## src/rtl/sic_io_ctrl.sv

```systemverilog
`default_nettype none
// ============================================================================
// Module      : sic_io_ctrl
// Description : CPU-to-device I/O controller. Handles TD (test device),
//               RD (read byte) and WD (write byte) requests against up to
//               NUM_DEV attached devices. It checks device readiness with a
//               bounded wait, issues a single read/write strobe, and reports
//               completion with a one-cycle ack plus condition code and error.
//
// Ports       : clk, rst                  clock, sync active-high reset
//               cpu_req/op/dev/wdata      CPU request (sampled in IDLE only)
//               cpu_ack/rdata/cc/err      CPU completion and result
//               dev_sel                   one-hot device select
//               dev_read/write_enable     single-cycle device strobes
//               dev_wdata/dev_rdata       device data bytes
//               dev_ready                 per-device ready
// Revision    : 1.0 - initial release
// ============================================================================
module sic_io_ctrl #(
    parameter int NUM_DEV = 4,
    parameter int TIMEOUT = 16
) (
    input  logic               clk,
    input  logic               rst,
    input  logic               cpu_req,
    input  logic [1:0]         cpu_op,
    input  logic [7:0]         cpu_dev,
    input  logic [7:0]         cpu_wdata,
    output logic               cpu_ack,
    output logic [7:0]         cpu_rdata,
    output logic [1:0]         cpu_cc,
    output logic               cpu_err,
    output logic [NUM_DEV-1:0] dev_sel,
    output logic               dev_read_enable,
    output logic               dev_write_enable,
    output logic [7:0]         dev_wdata,
    input  logic [7:0]         dev_rdata,
    input  logic [NUM_DEV-1:0] dev_ready
);

    localparam int CW = $clog2(TIMEOUT + 1);

    localparam logic [1:0] c_st_idle  = 2'd0;
    localparam logic [1:0] c_st_check = 2'd1;
    localparam logic [1:0] c_st_xfer  = 2'd2;
    localparam logic [1:0] c_st_done  = 2'd3;

    localparam logic [1:0] c_op_td  = 2'b00;
    localparam logic [1:0] c_op_rd  = 2'b01;
    localparam logic [1:0] c_op_wd  = 2'b10;
    localparam logic [1:0] c_op_rsv = 2'b11;

    localparam logic [1:0] c_cc_lt = 2'b00;
    localparam logic [1:0] c_cc_eq = 2'b01;
    localparam logic [1:0] c_cc_gt = 2'b10;

    // Last CHECK cycle before giving up on a not-ready device.
    localparam logic [CW-1:0] c_cnt_last = CW'(TIMEOUT - 1);

    // Latched request and control state
    logic [1:0]         r_state;
    logic [1:0]         r_op;
    logic               r_bad;
    logic [7:0]         r_wdata;
    logic [CW-1:0]      r_cnt;

    // Combinational next values
    logic [1:0]         w_state_nxt;
    logic [CW-1:0]      w_cnt_nxt;
    logic               w_ready;
    logic               w_req_bad;
    logic [NUM_DEV-1:0] w_sel_dec;
    logic               w_ack_nxt;
    logic [7:0]         w_rdata_nxt;
    logic [1:0]         w_cc_nxt;
    logic               w_err_nxt;
    logic [NUM_DEV-1:0] w_sel_nxt;
    logic               w_re_nxt;
    logic               w_we_nxt;
    logic [7:0]         w_wdata_nxt;

    // An invalid request (reserved op or out-of-range device) never selects
    // a device, so the decode below also yields all-zero for it.
    assign w_req_bad = (cpu_op == c_op_rsv) || (32'(cpu_dev) >= NUM_DEV);

    always_comb begin
        w_sel_dec = '0;
        for (int i = 0; i < NUM_DEV; i++) begin
            w_sel_dec[i] = (cpu_dev == 8'(i)) && (cpu_op != c_op_rsv);
        end
    end

    // dev_sel is one-hot on the latched device throughout CHECK, so masking
    // dev_ready with it picks the target device's ready bit.
    assign w_ready = |(dev_ready & dev_sel);

    // ------------------------------------------------------------------------
    // State register (also holds latched request and registered outputs)
    // ------------------------------------------------------------------------
    always_ff @(posedge clk) begin
        if (rst) begin
            r_state          <= c_st_idle;
            r_op             <= c_op_td;
            r_bad            <= 1'b0;
            r_wdata          <= 8'd0;
            r_cnt            <= '0;
            cpu_ack          <= 1'b0;
            cpu_rdata        <= 8'd0;
            cpu_cc           <= c_cc_eq;
            cpu_err          <= 1'b0;
            dev_sel          <= '0;
            dev_read_enable  <= 1'b0;
            dev_write_enable <= 1'b0;
            dev_wdata        <= 8'd0;
        end else begin
            r_state          <= w_state_nxt;
            r_cnt            <= w_cnt_nxt;
            if (r_state == c_st_idle && cpu_req) begin
                r_op    <= cpu_op;
                r_bad   <= w_req_bad;
                r_wdata <= cpu_wdata;
            end
            cpu_ack          <= w_ack_nxt;
            cpu_rdata        <= w_rdata_nxt;
            cpu_cc           <= w_cc_nxt;
            cpu_err          <= w_err_nxt;
            dev_sel          <= w_sel_nxt;
            dev_read_enable  <= w_re_nxt;
            dev_write_enable <= w_we_nxt;
            dev_wdata        <= w_wdata_nxt;
        end
    end

    // ------------------------------------------------------------------------
    // Next-state logic
    // ------------------------------------------------------------------------
    always_comb begin
        w_state_nxt = r_state;
        w_cnt_nxt   = r_cnt;
        case (r_state)
            c_st_idle: begin
                if (cpu_req) begin
                    w_state_nxt = c_st_check;
                    w_cnt_nxt   = '0;
                end
            end
            c_st_check: begin
                if (r_bad || r_op == c_op_td) begin
                    w_state_nxt = c_st_done;
                end else if (w_ready) begin
                    w_state_nxt = c_st_xfer;
                end else if (r_cnt == c_cnt_last) begin
                    w_state_nxt = c_st_done;
                end else begin
                    w_cnt_nxt = r_cnt + 1'b1;
                end
            end
            c_st_xfer: w_state_nxt = c_st_done;
            default:   w_state_nxt = c_st_idle;
        endcase
    end

    // ------------------------------------------------------------------------
    // Output logic: values the outputs take in the next state. Select and
    // strobes default to zero so IDLE and DONE never drive a device.
    // ------------------------------------------------------------------------
    always_comb begin
        w_ack_nxt   = 1'b0;
        w_rdata_nxt = cpu_rdata;
        w_cc_nxt    = cpu_cc;
        w_err_nxt   = cpu_err;
        w_sel_nxt   = '0;
        w_re_nxt    = 1'b0;
        w_we_nxt    = 1'b0;
        w_wdata_nxt = dev_wdata;
        case (r_state)
            c_st_idle: begin
                if (cpu_req) begin
                    w_sel_nxt = w_sel_dec;
                end
            end
            c_st_check: begin
                if (r_bad) begin
                    w_ack_nxt = 1'b1;
                    w_err_nxt = 1'b1;
                    w_cc_nxt  = c_cc_gt;
                end else if (r_op == c_op_td) begin
                    w_ack_nxt = 1'b1;
                    w_err_nxt = 1'b0;
                    w_cc_nxt  = w_ready ? c_cc_lt : c_cc_eq;
                end else if (w_ready) begin
                    w_sel_nxt   = dev_sel;
                    w_re_nxt    = (r_op == c_op_rd);
                    w_we_nxt    = (r_op == c_op_wd);
                    w_wdata_nxt = r_wdata;
                end else if (r_cnt == c_cnt_last) begin
                    w_ack_nxt = 1'b1;
                    w_err_nxt = 1'b1;
                    w_cc_nxt  = c_cc_eq;
                end else begin
                    w_sel_nxt = dev_sel;
                end
            end
            c_st_xfer: begin
                // Ready is not re-examined here: the strobe is already out.
                w_ack_nxt = 1'b1;
                w_err_nxt = 1'b0;
                w_cc_nxt  = c_cc_eq;
                if (r_op == c_op_rd) begin
                    w_rdata_nxt = dev_rdata;
                end
            end
            default: ;
        endcase
    end

endmodule
`default_nettype wire

```

## config.mk

```make
export PLATFORM = sky130hd
export DESIGN_NAME = sic_io_ctrl
export DESIGN_NICKNAME = d
export VERILOG_FILES = /design/src/rtl/sic_io_ctrl.sv
export SDC_FILE = /design/constraint.sdc
export NUM_CORES = 1
export LEC_CHECK = 0
export ABC_AREA = 1
export CAP_MARGIN = 15
export CORE_ASPECT_RATIO = 0.7
export CORE_MARGIN = 1.5
export CORE_UTILIZATION = 46
export CTS_CLUSTER_SIZE = 14
export DETAILED_ROUTE_END_ITERATION = 16
export PLACE_DENSITY_LB_ADDON = 0.05
export SLEW_MARGIN = 20
export SYNTH_ARGS = -nofsm -noshare
export SYNTH_HDL_FRONTEND = slang
export SYNTH_SLANG_ARGS = --single-unit
```

## constraint.sdc

```tcl
create_clock -name clk -period 2.2 [get_ports clk]
set_clock_uncertainty 0.2 [all_clocks]
set_input_delay 0.66 -clock clk [delete_from_list [all_inputs] [get_ports clk]]
set_output_delay 0.66 -clock clk [all_outputs]
set_load 0.01 [all_outputs]
```

==> metrics, run 1 <==
clk buf depth=2; die width=80.5 um; Root Driver=clkbuf_8; outcome=finished clean; Tcrit/Tclk final=0.948; compound-cell area share of the yosys netlist=0.136; GRT overflow=0; die area=4600 um^2; Final Total Pwr=2690 uW; combinational share of power=0.352; vias per inst=4.66; leak pwr=0.00112 uW; largest family of logic cells by synthesized area=simple AND/OR/NAND/NOR gates; Sw Ratio=0.338; Synth Area in XOR/XNOR=0; final net count=381; initial antenna violation count=0; Yosys reg bits=44; Adder-Cell Fraction of Synth Area=0.0389; global-route wire length before repair=7110 um; # H-tree levels=2; Power Dens Cells=981 nW/um^2; Crit Reg-Reg Startpoint=r_cnt[0]$_SDFFE_PP0P_; Worst Tran Pin Value=482 ps; worst skew pair latency=290 ps; Netlist cell types=22; vias in the first global route=1575; Fillers=363; # resized after CTS=0; Final Critical Period=2080 ps; Post-Route WL=4290 um; fin. max-slew vios=0; Die Span Y=57.2 um; Synth Cell Area=1930 um^2; CTS tree=yes; sequential group share of total power=0.382; clock buffer count from CTS=5; max cap viols=0; DR vias=1836; Initial Utilization=0.487; worst hold start=r_op[1]$_SDFFE_PP0P_; CP endpoint kind=primary output; GRT Overall Usage=0.201; proportion of layout cells with a drive suffix above 1=0.0673; Clock Pin Slew Worst Setup and Hold Paths=80 ps; Post-Syn Nets=315; fmax=480 MHz; crit path max-delay cell type=clkdlybuf4s50_1; internal power=1780 uW; core area=3970 um^2; Seq/Total Area, Yosys=0.456; # Post-CTS Setup Buffers=0; FF-to-FF setup slack=200 ps; Synth Flop Type=dfxtp_1; ys async rst share=0; worst hold slack=226 ps; Top Ports=59; Buf+Inv Stages, Crit Path=1; worst-path maximum fanout=3; routed len/inst=10.9 um; crit-path max cell delay=560 ps; Worst EP required=1340 ps; CTS Sinks=44; hpwl dp=3150 um; Yosys warning total=0; Hold Buf Count CTS=0; worst-path cell chain=clkdlybuf4s50_1; CP Launch Type=flop; sw power=911 uW; largest net degree at the start of global routing=26; DRT iter0 DRCs=91; mux share of post-synthesis cell area=0; Area Growth Syn to Fin=42.0%; RSZ-0062 raised after global routing=false; Detailed Routing Iterations Pass 1=4; Post-synth EDFFs=0; crit path DAT=1220 ps; Syn Inst Count=276; Rows=19; WS Path Type=reg2out; Avg Synthesized Cell Area=7.00 um^2; Final setup viols=0; # diodes=0; gpl congestion=0.840; final hold violations=0; slew margin rel.=0.678; Worst VDD drop=0.000556 V; start point of the critical path=dev_sel[1]$_SDFFE_PP0P_; Simple-Gate Fraction of Synth Area=0.285; Buffers on Ports=58; Routed Antenna Nets=0; CP top delay family=buffers and inverters; # DRC=0; Clk pwr share=0.266; Hold Path Class=reg2reg
[state kept, by name, summed over array words and instances, names as in the netlist]
signal and cells:
dev_read_enable 1, r_cnt 5, dev_wdata 8, r_state 2, dev_write_enable 1, cpu_err 1, r_bad 1, dev_sel 4
cpu_ack 1, r_op 2, cpu_rdata 8, r_wdata 8, cpu_cc 2
[kinds of logic after synthesis]
family	after synthesis
and+or+nand+nor	134
buffers and inverters	41
adders and majority gates	6
DFF	44
AOI/OAI and AO/OA	51
[cell type report]
| class | count | area (um^2) | share of cell area |
|---|---|---|---|
| inverters | 34 | 128 | 0.0465 |
| flip-flops and latches | 44 | 881 | 0.321 |
| clock inverters | 2 | 60.1 | 0.0219 |
| multi-input cells | 191 | 888 | 0.324 |
| repair buffers | 66 | 653 | 0.238 |
| well taps | 52 | 65.1 | 0.0237 |
| clock buffers | 5 | 68.8 | 0.0251 |
[placed cells by master (no fill, tap or decap), drive strengths merged]
cell type and count:
nand3 13, o21ai 25, clkbuf 5, nor3b 1, nand4 3, a21oi 25, a221oi 1, nand2 62
bufinv 2, inv 34, nor2 52, nor3 2, ha 6, dfxtp 44, buf 8, or2 1
clkdlybuf4s50 58
[power groups by stage]
stage / combinational (uW) / clock [uW] / sequential (uW)
after floorplan: 619 / 0 / 1050
after global placement: 928 / 0 / 1040
after detailed placement: 935 / 0 / 1050
after CTS: 945 / 731 / 1030
after global routing: 1090 / 752 / 1050
final: 946 / 717 / 1030
[per-stage QoR]
step / TNS [ps] / utilization / setup WS [ps] / instances / instance area [um^2]
2_1_floorplan: 0 / - / 470 / 276 / 1930
3_3_place_gp: -106 / 0.659 / -30.5 / 387 / 2620
3_5_place_dp: -699 / 0.659 / -102 / 387 / 2620
4_1_cts: 0 / 0.691 / 113 / 394 / 2740
5_1_grt: 0 / 0.691 / 23.6 / 394 / 2740
6_report: 0 / 0.691 / 115 / 394 / 2740
[metal layers]
| layer | vias up | routed length [um] | track usage |
|---|---|---|---|
| met5 | - | 0 | 0 |
| met4 | 0 | 61 | 0.0665 |
| met3 | 7 | 255 | 0.0464 |
| met2 | 56 | 1700 | 0.297 |
| met1 | 771 | 2280 | 0.291 |
| li1 | 1002 | - | - |
[worst paths after layout]
check,to,cells past startpoint
worst max-delay path,dev_sel[1],1
worst max register to register,dev_sel[1]$_SDFFE_PP0P_,12
worst min register to register,dev_read_enable$_SDFF_PP0_,1
worst min-delay path,dev_read_enable$_SDFF_PP0_,1
[cells in the mapped netlist, types with 2 or more instances]
cell type / n / area [um^2]
dfxtp_1: 44 / 881
nor2_2: 2 / 12.5
ha_1: 6 / 75.1
inv_2: 2 / 7.51
nand2_1: 61 / 229
a21oi_1: 24 / 120
clkbuf_1: 4 / 15.0
nor2_1: 49 / 184
inv_1: 32 / 120
nand3_1: 13 / 65.1
nor3_1: 2 / 10.0
o21ai_0: 25 / 125
nand4_1: 3 / 18.8
Note: power is estimated with default switching activity, not from simulation.
==> run 2, diff against run 1 <==
--- a/config.mk
+++ b/config.mk
@@ -6,7 +6,7 @@
 export NUM_CORES = 1
 export LEC_CHECK = 0
 export ABC_AREA = 1
-export CAP_MARGIN = 15
+export CAP_MARGIN = 30
 export CORE_ASPECT_RATIO = 0.7
 export CORE_MARGIN = 1.5
 export CORE_UTILIZATION = 46
==> results of run 2 <==
The final DEF is identical to that of run 1; final timing and power are the same.
==> run 3, diff against run 2 <==
--- a/config.mk
+++ b/config.mk
@@ -6,13 +6,13 @@
 export NUM_CORES = 1
 export LEC_CHECK = 0
 export ABC_AREA = 1
-export CAP_MARGIN = 30
 export CORE_ASPECT_RATIO = 0.7
 export CORE_MARGIN = 1.5
 export CORE_UTILIZATION = 46
 export CTS_CLUSTER_SIZE = 14
 export DETAILED_ROUTE_END_ITERATION = 16
-export PLACE_DENSITY_LB_ADDON = 0.05
+export MAX_ROUTING_LAYER = met4
+export PLACE_DENSITY = 0.87
 export SLEW_MARGIN = 20
 export SYNTH_ARGS = -nofsm -noshare
 export SYNTH_HDL_FRONTEND = slang
==> metrics, run 3 (synthesis results as in run 1) <==
DRT iter0 DRCs=104; CP Launch Type=flop; final hold violations=0; RSZ-0062 raised after global routing=false; crit path max-delay cell type=clkdlybuf4s50_1; commonest non-fill, non-tap cells in the layout=nand2_1 (61), clkdlybuf4s50_1 (58), nor2_1 (49), dfxtp_1 (44), inv_1 (32); CTS tree=yes; final net count=381; Power Dens Cells=949 nW/um^2; post-layout util=0.686; worst hold slack=229 ps; start point of the critical path=dev_sel[1]$_SDFFE_PP0P_; vias per inst=4.91; # H-tree levels=2; Top Ports=59; worst-path cell chain=clkdlybuf4s50_1; Place WS=-71.3 ps; setup TNS=0 ps; worst skew pair latency=300 ps; hpwl dp=3210 um; Root Driver=clkbuf_8; CP endpoint kind=primary output; Buf+Inv Stages, Crit Path=1; crit path DAT=1210 ps; # Post-CTS Setup Buffers=0; vias in the first global route=1645; Hold Path Class=reg2reg; GRT overflow=0; outcome=finished clean; fin. max-slew vios=0; worst hold start=r_op[1]$_SDFFE_PP0P_; clk buf depth=2; Routed Antenna Nets=0; Tcrit/Tclk final=0.942; DR vias=1941; largest net degree at the start of global routing=26; # DRC=0; die width=80.5 um; CP top delay family=buffers and inverters; Die Span Y=57.2 um; Worst Tran Pin Value=514 ps; max cap viols=0; initial antenna violation count=0; slew margin rel.=0.656; Final Critical Period=2070 ps; global-route wire length before repair=7200 um; fmax=482 MHz; leading cell type in the layout, fill and taps excluded=nand2_1; CTS Sinks=44; Initial Utilization=0.487; GRT Overall Usage=0.209; proportion of layout cells with a drive suffix above 1=0.0671; Buffers on Ports=58; Post-Route WL=4320 um; core area=3970 um^2; Clock Pin Slew Worst Setup and Hold Paths=80 ps; routed len/inst=10.9 um; gpl congestion=0.901; Worst EP required=1340 ps; # resized after CTS=0; crit-path max cell delay=550 ps; clock buffer count from CTS=5; Detailed Routing Iterations Pass 1=4; setup ws final=127 ps; Crit Reg-Reg Startpoint=r_cnt[0]$_SDFFE_PP0P_; # diodes=0; WS Path Type=reg2out; Largest regs=cpu_rdata: 8 flops, dev_wdata: 8 flops, r_wdata: 8 flops; Hold Buf Count CTS=0; die area=4600 um^2; Final Total Pwr=2590 uW; leak pwr=0.00111 uW; worst-path maximum fanout=3; Area Growth Syn to Fin=40.9%; Final setup viols=0; Worst VDD drop=0.000474 V; Rows=19
==> run 3: final cells by class <==
class                   count  area, um^2
clock inverters             2        35.0
fillers                   337        1250
clock buffers               6        72.6
repair buffers             66         653
flip-flops and latches     44         881
inverters                  34         128
multi-input cells         191         888
well taps                  52        65.1
==> run 3: worst paths after layout <==
check                                             endpoint  slack (ps)  cells after the start
worst max-delay path                            dev_sel[1]         130                      1
worst max register to register     dev_sel[1]$_SDFFE_PP0P_         270                     12
worst min register to register  dev_read_enable$_SDFF_PP0_         230                      1
worst min-delay path            dev_read_enable$_SDFF_PP0_         230                      1
==> run 3: report_power, final <==
part	internal (uW)	switching (uW)	leakage, uW	total (uW)
Combinational	390	561	0.000694	951
Clock	337	272	0.0000552	609
Sequential	941	84.3	0.000359	1030
Total	1670	917	0.00111	2590
==> run 3: per-layer routing <==
layer / routed length [um] / global-route usage
met5: 0 / -
met4: 62 / 0.0887
met3: 344 / 0.0464
met2: 1690 / 0.298
met1: 2220 / 0.285
==> run 3: per-stage QoR <==
step	area (um^2)	cells
finish	2720	395
global route	2720	395
CTS	2720	395
detailed placement	2620	387
global placement	2620	387
floorplan	1930	276
